`src/rtl/mac_seq.sv`:
```
// mac_seq: dot-product sequencer feeding a downstream `mac` unit.
//
// A job (len operand pairs, fmt) is accepted in IDLE. The MAC is cleared for
// one cycle, the pairs are streamed into the MAC operand ports over a
// valid/ready handshake, and after a fixed 3-cycle drain the MAC output is
// captured into `result` with a one-cycle `done` pulse.
//
// Ports:
//   clk, reset        clock; synchronous active-low reset
//   start, len, fmt   job request (sampled in IDLE only)
//   in_valid/in_ready operand-pair handshake; in_a, in_b operands
//   mac_a, mac_b      registered operands to MAC A/B
//   mac_acc           accumulate enable, aligned to the MAC operand register
//   mac_rst           active-high MAC clear (reset or CLEAR state)
//   mac_format        latched job format to the MAC
//   mac_out           MAC psum
//   busy, done        status; result holds the captured MAC output
module mac_seq #(
   parameter int bw      = 8,
   parameter int psum_bw = 16,
   parameter int len_w   = 8
) (
   input  logic               clk,
   input  logic               reset,
   input  logic               start,
   input  logic [len_w-1:0]   len,
   input  logic               fmt,
   input  logic               in_valid,
   output logic               in_ready,
   input  logic [bw-1:0]      in_a,
   input  logic [bw-1:0]      in_b,
   output logic [bw-1:0]      mac_a,
   output logic [bw-1:0]      mac_b,
   output logic               mac_acc,
   output logic               mac_rst,
   output logic               mac_format,
   input  logic [psum_bw-1:0] mac_out,
   output logic               busy,
   output logic               done,
   output logic [psum_bw-1:0] result
);

   typedef enum logic [1:0] {IDLE, CLEAR, STREAM, DRAIN} state_t;

   state_t           state, state_nxt;
   logic [len_w-1:0] remaining;
   logic [1:0]       drain_cnt;
   logic [1:0]       acc_pipe;    // handshake delayed two edges -> mac_acc
   logic             fmt_q;
   logic             hs;
   logic             drain_last;

   // Handshake is decoded straight from state so the next-state logic does
   // not loop back through in_ready.
   assign hs         = in_valid && (state == STREAM) && (remaining != '0);
   assign drain_last = (state == DRAIN) && (drain_cnt == 2'd2);

   assign mac_acc    = acc_pipe[1];
   assign mac_format = fmt_q;

   always_ff @(posedge clk) begin
      if (!reset) state <= IDLE;
      else        state <= state_nxt;
   end

   always_comb begin
      state_nxt = state;
      in_ready  = 1'b0;
      busy      = 1'b1;
      mac_rst   = !reset;
      case (state)
         IDLE: begin
            busy = 1'b0;
            if (start) state_nxt = CLEAR;
         end
         CLEAR: begin
            mac_rst   = 1'b1;
            state_nxt = (remaining != '0) ? STREAM : DRAIN;
         end
         STREAM: begin
            in_ready = (remaining != '0);
            if (in_valid && (remaining == len_w'(1))) state_nxt = DRAIN;
         end
         DRAIN: begin
            if (drain_cnt == 2'd2) state_nxt = IDLE;
         end
         default: state_nxt = IDLE;
      endcase
   end

   always_ff @(posedge clk) begin
      if (!reset) begin
         remaining <= '0;
         drain_cnt <= '0;
         acc_pipe  <= '0;
         fmt_q     <= 1'b0;
         mac_a     <= '0;
         mac_b     <= '0;
         result    <= '0;
         done      <= 1'b0;
      end else begin
         done     <= drain_last;
         acc_pipe <= {acc_pipe[0], hs};

         if ((state == IDLE) && start) begin
            remaining <= len;
            fmt_q     <= fmt;
         end

         // Operands hold through bubbles; only a handshake moves them.
         if (hs) begin
            mac_a     <= in_a;
            mac_b     <= in_b;
            remaining <= remaining - len_w'(1);
         end

         // Counter runs only inside DRAIN, so it is always 0 on entry.
         if ((state == DRAIN) && !drain_last) drain_cnt <= drain_cnt + 2'd1;
         else                                 drain_cnt <= '0;

         // By the exiting edge the last product has been in the psum for a cycle.
         if (drain_last) result <= mac_out;
      end
   end

endmodule

```
`config.mk`:
```
export PLATFORM = sky130hd
export DESIGN_NAME = mac_seq
export DESIGN_NICKNAME = d
export VERILOG_FILES = /design/src/rtl/mac_seq.sv
export SDC_FILE = /design/constraint.sdc
export NUM_CORES = 1
export LEC_CHECK = 0
export BUFFER_PORTS_ARGS = -buffer_cell sky130_fd_sc_hd__buf_2
export CORE_MARGIN = 2
export CORE_UTILIZATION = 43
export CTS_CLUSTER_DIAMETER = 50
export DETAILED_ROUTE_END_ITERATION = 8
export MAX_ROUTING_LAYER = met4
export PLACE_DENSITY = 0.8
export SYNTH_ARGS = -nofsm -noshare
export SYNTH_HDL_FRONTEND = slang
export SYNTH_SLANG_ARGS = --single-unit
```
`constraint.sdc`:
```
create_clock -name clk -period 1.8 [get_ports clk]
set_clock_uncertainty 0.1 [all_clocks]
set_input_delay 0.36 -clock clk [delete_from_list [all_inputs] [get_ports clk]]
set_output_delay 0.36 -clock clk [all_outputs]
set_load 0.1 [all_outputs]
```
==> impl_metrics.csv, run 1 <==
group,metric,value,unit
clock_network,cts_sinks,48,
outcome,status,"finished, violations left",
sta,slew_headroom,63.28,%
sta,hold_slack,184.3,ps
pwr,vdd_ir_drop_max,573.0,uV
clock_network,numCtsBuffers,5,
global_route,grt_pass1_vias,1812,
clock_network,cts_tree,"built",
critical_path,start_kind,"flop",
placement,gp_congestion,0.9024,
global_route,grt_usage,19.89,%
global_route,antenna_found_initial,0,
sta,setup_viol,2,
floorplan,dieArea,5245,um2
global_route,globalRouteOverflowTotal,0,
synthesis,yosys_warnings,0,
sta,fin_ws,-55.99,ps
floorplan,die_y,72.43,um
finish,ff_latch_area,977.2,um2
finish,layout-drive-gt1-share,39.26,%
placement,detailed_place_hpwl,3628,um
synthesis,avgSynthCellArea,8.053,um2
critical_path,end_kind,"output port",
drt,vias,2043,
critical_path,critPathMaxFanout,3,
synthesis,ys_ff_latch,48,
finish,area_delta_synth_final,40.15,%
synthesis,synthArstFlopShare,0,%
finish,finish.net_count,401,
synthesis,synth_top_area_cell,"dfxtp_1",
sta,finalSetupTns,-68.22,ps
finish,antenna_cells,0,
synthesis,synth.distinct_cells,37,
flow_run,cap_violations,0,
sta,fmax,538.8,MHz
drt,drc,0,
clock_network,clk_path_buf_depth,2,
drt,drt_iter0_markers,71,
outcome,violations,"setup timing",
synthesis,synth-edff-count,0,
worst_hold_path,min_path_type,"in2reg",
sta,rsz0062_at_grt,"true",
clock_network,clockRootBuffer,"clkbuf_8",
critical_path,worstSetupPathType,"reg2out",
finish,fillers,407,
synthesis,synthFlopType,"dfxtp_1",
finish,multi_input_area,1017,um2
drt,routed_via_density,5.095,
pwr,p_leak,1.256,nW
clock_network,holdBufCountCts,0,
sta,finalHoldViolCount,0,
synthesis,syn_inst,250,
global_route,grt_max_degree,18,
sta,final_max_slew_viol_count,0,
global_route,grt_pass1_wl,7969,um
drt,ant_nets,0,
synthesis,synthTopCellsByArea,"dfxtp_1 (48%), nand2_1 (14%), a21oi_1 (9.9%), ha_1 (5.0%), clkbuf_1 (2.1%)",
clock_network,cts_htree_levels,2,
clock_network,clkLatencyLatePin,300,ps
floorplan,die_w,72.43,um
pwr,p_per_area,1280,nW/um2
pwr,finalPower,3.612,mW
clock_network,path_clk_slew,90,ps
floorplan,floorplan.initialDensity,45.30,%
floorplan,pin_count,83,
sta,finalCritPeriodShare,103.1,%
floorplan,row_count,24,
floorplan,core,4444,um2
sta,tightest_slew,550.8,ps
synthesis,ys_seq_area_share,47.73,%
drt,wirelength,5031,um
synthesis,syn_area,2013,um2
drt,avgRoutedWirePerCell,12.55,um
synthesis,syn_nets,303,
synthesis,synth_top_area_share,47.73,%
placement,io_buffers,82,
critical_path,worstPathArrival,1400,ps
finish,final_common_cell,"buf_2",
finish,mostFrequentLayoutCells,"buf_2 (79), nand2_1 (77), dfxtp_1 (41), a21oi_1 (39), buf_4 (23)",
sta,period_needed,1856,ps
critical_path,worstPathRequired,1340,ps
drt,firstDrtPassIters,4,
[worst paths after layout]
check	from	to	slack, ps	cells after the start
worst max register to register	remaining[1]	remaining[6]	-10	6
worst max-delay path	remaining[4]	in_ready	-60	4
worst min-delay path	mac_out[2]	result[2]	180	3
worst min register to register	drain_cnt[0]	drain_cnt[0]	320	1
[cell families (layout without fill, tap and decap cells)]
| group | count (synthesis) | after routing | share of synthesized area (%) |
|---|---|---|---|
| adder cells (fa/ha/maj) | 8 | 8 | 4.972 |
| flip-flops | 48 | 48 | 47.73 |
| AO/OA/AOI/OAI | 59 | 59 | 16.91 |
| AND/OR/NAND/NOR | 108 | 108 | 23.99 |
| multiplexers | 2 | 2 | 1.057 |
| buffers and inverters | 24 | 123 | 4.910 |
| XOR/XNOR | 1 | 1 | 0.4351 |
[Yosys cell counts (2+ instances only)]
library cell / n
nand2_1: 77
dfxtp_1: 48
a21oi_1: 40
clkbuf_1: 11
inv_1: 10
ha_1: 8
nor2_1: 7
nand3_1: 6
a31oi_1: 4
and2_1: 3
and3_1: 3
o21ai_0: 3
or3_1: 3
buf_4: 2
o211ai_1: 2
or4_1: 2
[flip-flops by register name, indices dropped and copies added (netlist names)]
signal / cells
acc_pipe: 2
done: 1
drain_cnt: 2
mac_a: 8
mac_b: 8
mac_format: 1
remaining: 8
result: 16
state: 2
[through the flow]
stage	setup slack [ps]	utilization, %	area (um2)	instances
finish	-55.99	63.49	2821	401
global route	-113.6	63.49	2821	401
CTS	-50.67	62.56	2780	400
detailed placement	-95.94	58.84	2615	385
global placement	-12.32	58.84	2615	385
floorplan	16.67	-	2043	250
[cell type report]
type                       instances  area share [%]
inverter                          10           1.330
multi-input combinational        178           36.05
timing repair buffer             105           22.26
clock buffer                       6           2.927
tap                               52           2.306
sequential                        48           34.63
clock inverter                     2          0.4878
[where the power goes]
part	total, mW	switching, mW	internal (mW)
Clock	0.679	0.364	0.314
Combinational	1.67	0.999	0.667
Sequential	1.27	0.0939	1.17
Total	3.61	1.46	2.15
[per-layer routing]
layer	wire length (um)	share of wire (%)	global-route usage [%]	up-vias
li1	-	-	-	1033
met1	2105	42	21.89	929
met2	2535	50	34.15	75
met3	327	6.5	5.833	6
met4	61	1.2	7.202	0
met5	0	0	-	-
[repair_timing]
item                       CTS  global route
setup endpoints to repair   22            24
resized for setup            8            12
hold endpoints to repair     0             0
setup buffers                7             1
pin swaps                    2             4
[worst max-delay path: stages (launching register included)]
cell and delay [ps]:
dfxtp_4 370, nor4_4 320, buf_4 180, a21oi_4 50
buf_12 170
Power figures use the tool's default switching activity.
==> run 2, diff against run 1 <==
- ABC_AREA: not set -> 1
- PLACE_DENSITY: 0.8 -> 0.79
==> run 2 against run 1 <==
Compared with the run above:
- the run now ends clean
- critical path type unchanged
- die area increased by 1.8%
- core utilization decreased by 1.4 points
- flip-flop and latch count unchanged
- setup slack improved by 100 ps
- power increased by 26%
- largest power group unchanged
- wire length increased by 4.9%
==> impl_metrics.csv, run 2 <==
group,metric,value,unit
finish,area_delta_synth_final,40.91,%
finish,layout-drive-gt1-share,35.84,%
flow_run,cap_violations,0,
floorplan,pin_count,83,
clock_network,cts_tree,"built",
floorplan,row_count,25,
floorplan,die_w,73.08,um
clock_network,cts_sinks,48,
clock_network,clockRootBuffer,"clkbuf_8",
placement,placed_area,2698,um2
global_route,grt_pass1_vias,1907,
global_route,grt_usage,19.88,%
pwr,p_leak,1.405,nW
finish,mostFrequentLayoutCells,"buf_2 (79), nor2_1 (78), dfxtp_1 (44), nand2_1 (42), o21ai_0 (38)",
critical_path,start_kind,"flop",
sta,period_needed,1754,ps
finish,fillers,437,
sta,finalHoldViolCount,0,
finish,top_register,"result",
drt,avgRoutedWirePerCell,12.02,um
global_route,grt_pass1_wl,8231,um
finish,finish.net_count,437,
synthesis,ys_ff_latch,48,
critical_path,worstPathRequired,1340,ps
synthesis,synth.distinct_cells,22,
drt,wirelength,5276,um
sta,fin_ws,46.44,ps
clock_network,clk_path_buf_depth,2,
global_route,grtUsageMet1,23.39,%
finish,ff_latch_area,968.4,um2
sta,fmax,570.3,MHz
synthesis,synthTopCellsByArea,"dfxtp_1 (47%), nor2_1 (15%), o21ai_0 (9.5%), nand2_1 (7.7%), ha_1 (4.9%)",
synthesis,syn_inst,282,
synthesis,yosys_warnings,0,
sta,setup_viol,0,
synthesis,syn_area,2052,um2
pwr,vdd_ir_drop_max,1085,uV
synthesis,synth_top_area_share,46.83,%
pwr,finalPower,4.547,mW
sta,rsz0062_at_grt,"false",
worst_hold_path,min_path_type,"in2reg",
finish,antenna_cells,0,
critical_path,worstSetupPathType,"reg2out",
finish,final_common_cell,"buf_2",
synthesis,synthFlopType,"dfxtp_1",
placement,io_buffers,82,
drt,firstDrtPassIters,4,
global_route,antenna_found_initial,0,
drt,ant_nets,0,
drt,drc,0,
floorplan,floorplan.initialDensity,44.03,%
synthesis,ys_seq_area_share,46.83,%
drt,vias,2091,
clock_network,path_clk_slew,90,ps
floorplan,core,4661,um2
floorplan,dieArea,5341,um2
clock_network,cts_htree_levels,2,
clock_network,numCtsBuffers,5,
synthesis,syn_nets,335,
synthesis,synthArstFlopShare,0,%
synthesis,synth_common_cells,"nor2_1 (80), dfxtp_1 (48), nand2_1 (42)",
global_route,top_usage_layer,"met2",
drt,drt_iter0_markers,84,
sta,final_max_slew_viol_count,0,
synthesis,synth-edff-count,0,
sta,slew_headroom,66.59,%
outcome,status,"completed",
sta,tightest_slew,504.7,ps
synthesis,synth.most_common_cell,"nor2_1",
critical_path,critPathMaxFanout,3,
placement,gp_congestion,0.9104,
placement,place_ws,-239.6,ps
global_route,grt_max_degree,40,
global_route,globalRouteOverflowTotal,0,
synthesis,synth_top_area_cell,"dfxtp_1",
sta,finalCritPeriodShare,97.42,%
clock_network,holdBufCountCts,0,
sta,hold_slack,208.4,ps
critical_path,worstPathArrival,1290,ps
placement,detailed_place_hpwl,3746,um
critical_path,end_kind,"output port",
finish,fin_area,2892,um2
finish,multi_input_area,1032,um2
synthesis,avgSynthCellArea,7.276,um2
pwr,p_per_area,1572,nW/um2
drt,routed_via_density,4.763,
finish,largest_reg_flops,16,
global_route,use_met3,3.453,%
global_route,grt_use_met2,34.73,%
clock_network,clkLatencyLatePin,290,ps
floorplan,die_y,73.08,um
-- run 2: cell types whose count changed after synthesis, sizes merged, moves of 3 or more --
cell | previous run | this run
nor2 | 7 | 84
o21ai | 3 | 40
nand2 | 77 | 44
a21oi | 40 | 8
inv | 10 | 19
nand3 | 6 | 12
clkbuf | 11 | 6
a31oi | 4 | 0
and2 | 3 | 0
and3 | 3 | 0
nand4 | 0 | 3
or3 | 3 | 0
-- run 2: routing by layer --
layer	share of wire [%]	routed length [um]
met5	0	0
met2	53	2776
met1	43	2246
met3	4.2	221
met4	0.59	31
-- run 2: per-stage QoR --
stage,TNS (ps),std cells,utilization [%]
after floorplan,0,282,-
after global placement,-1260,429,57.88
after detailed placement,-2494,429,57.88
after CTS,0,438,61.15
after global routing,0,439,62.04
final,0,439,62.04
-- run 2: critical path: stages, from the launching register on --
cell and delay [ps]:
dfxtp_2 340, buf_6 120, ha_4 150, or2_4 230
buf_12 160
-- run 2: cell families after synthesis --
| group | after synthesis | share of synthesized area, % |
|---|---|---|
| adder cells (fa/ha/maj) | 8 | 4.878 |
| flip-flops | 48 | 46.83 |
| AO/OA/AOI/OAI | 49 | 12.62 |
| buffers and inverters | 31 | 6.280 |
| AND/OR/NAND/NOR | 144 | 28.54 |
| XOR/XNOR | 2 | 0.8538 |
-- run 2: power breakdown --
part | switching, mW | internal, mW | total (mW)
Sequential | 0.108 | 1.23 | 1.34
Clock | 0.356 | 0.311 | 0.667
Combinational | 1.69 | 0.846 | 2.54
Total | 2.16 | 2.39 | 4.55
-- run 2: timing repair --
item,in CTS,in global routing
pin swaps,5,3
endpoints found under the setup margin,24,10
gates resized for setup,15,9
cloned,0,1
setup buffers,2,0
-- run 2: layout make-up --
type / count / share of cell area (%)
clock buffers: 6 / 2.856
clock inverters: 2 / 0.5193
inverters: 21 / 3.072
multi-input cells: 204 / 35.70
flip-flops and latches: 48 / 33.49
well taps: 54 / 2.337
repair buffers: 104 / 22.03
-- run 2: path summary, 6_finish.rpt --
path              cells after the start           end  slack [ps]    startpoint
setup / recovery                      4       mac_rst          50      state[0]
setup reg to reg                      9  remaining[0]         130      state[0]
hold / removal                        3      mac_a[7]         210       in_a[7]
hold reg to reg                       1  drain_cnt[0]         320  drain_cnt[0]
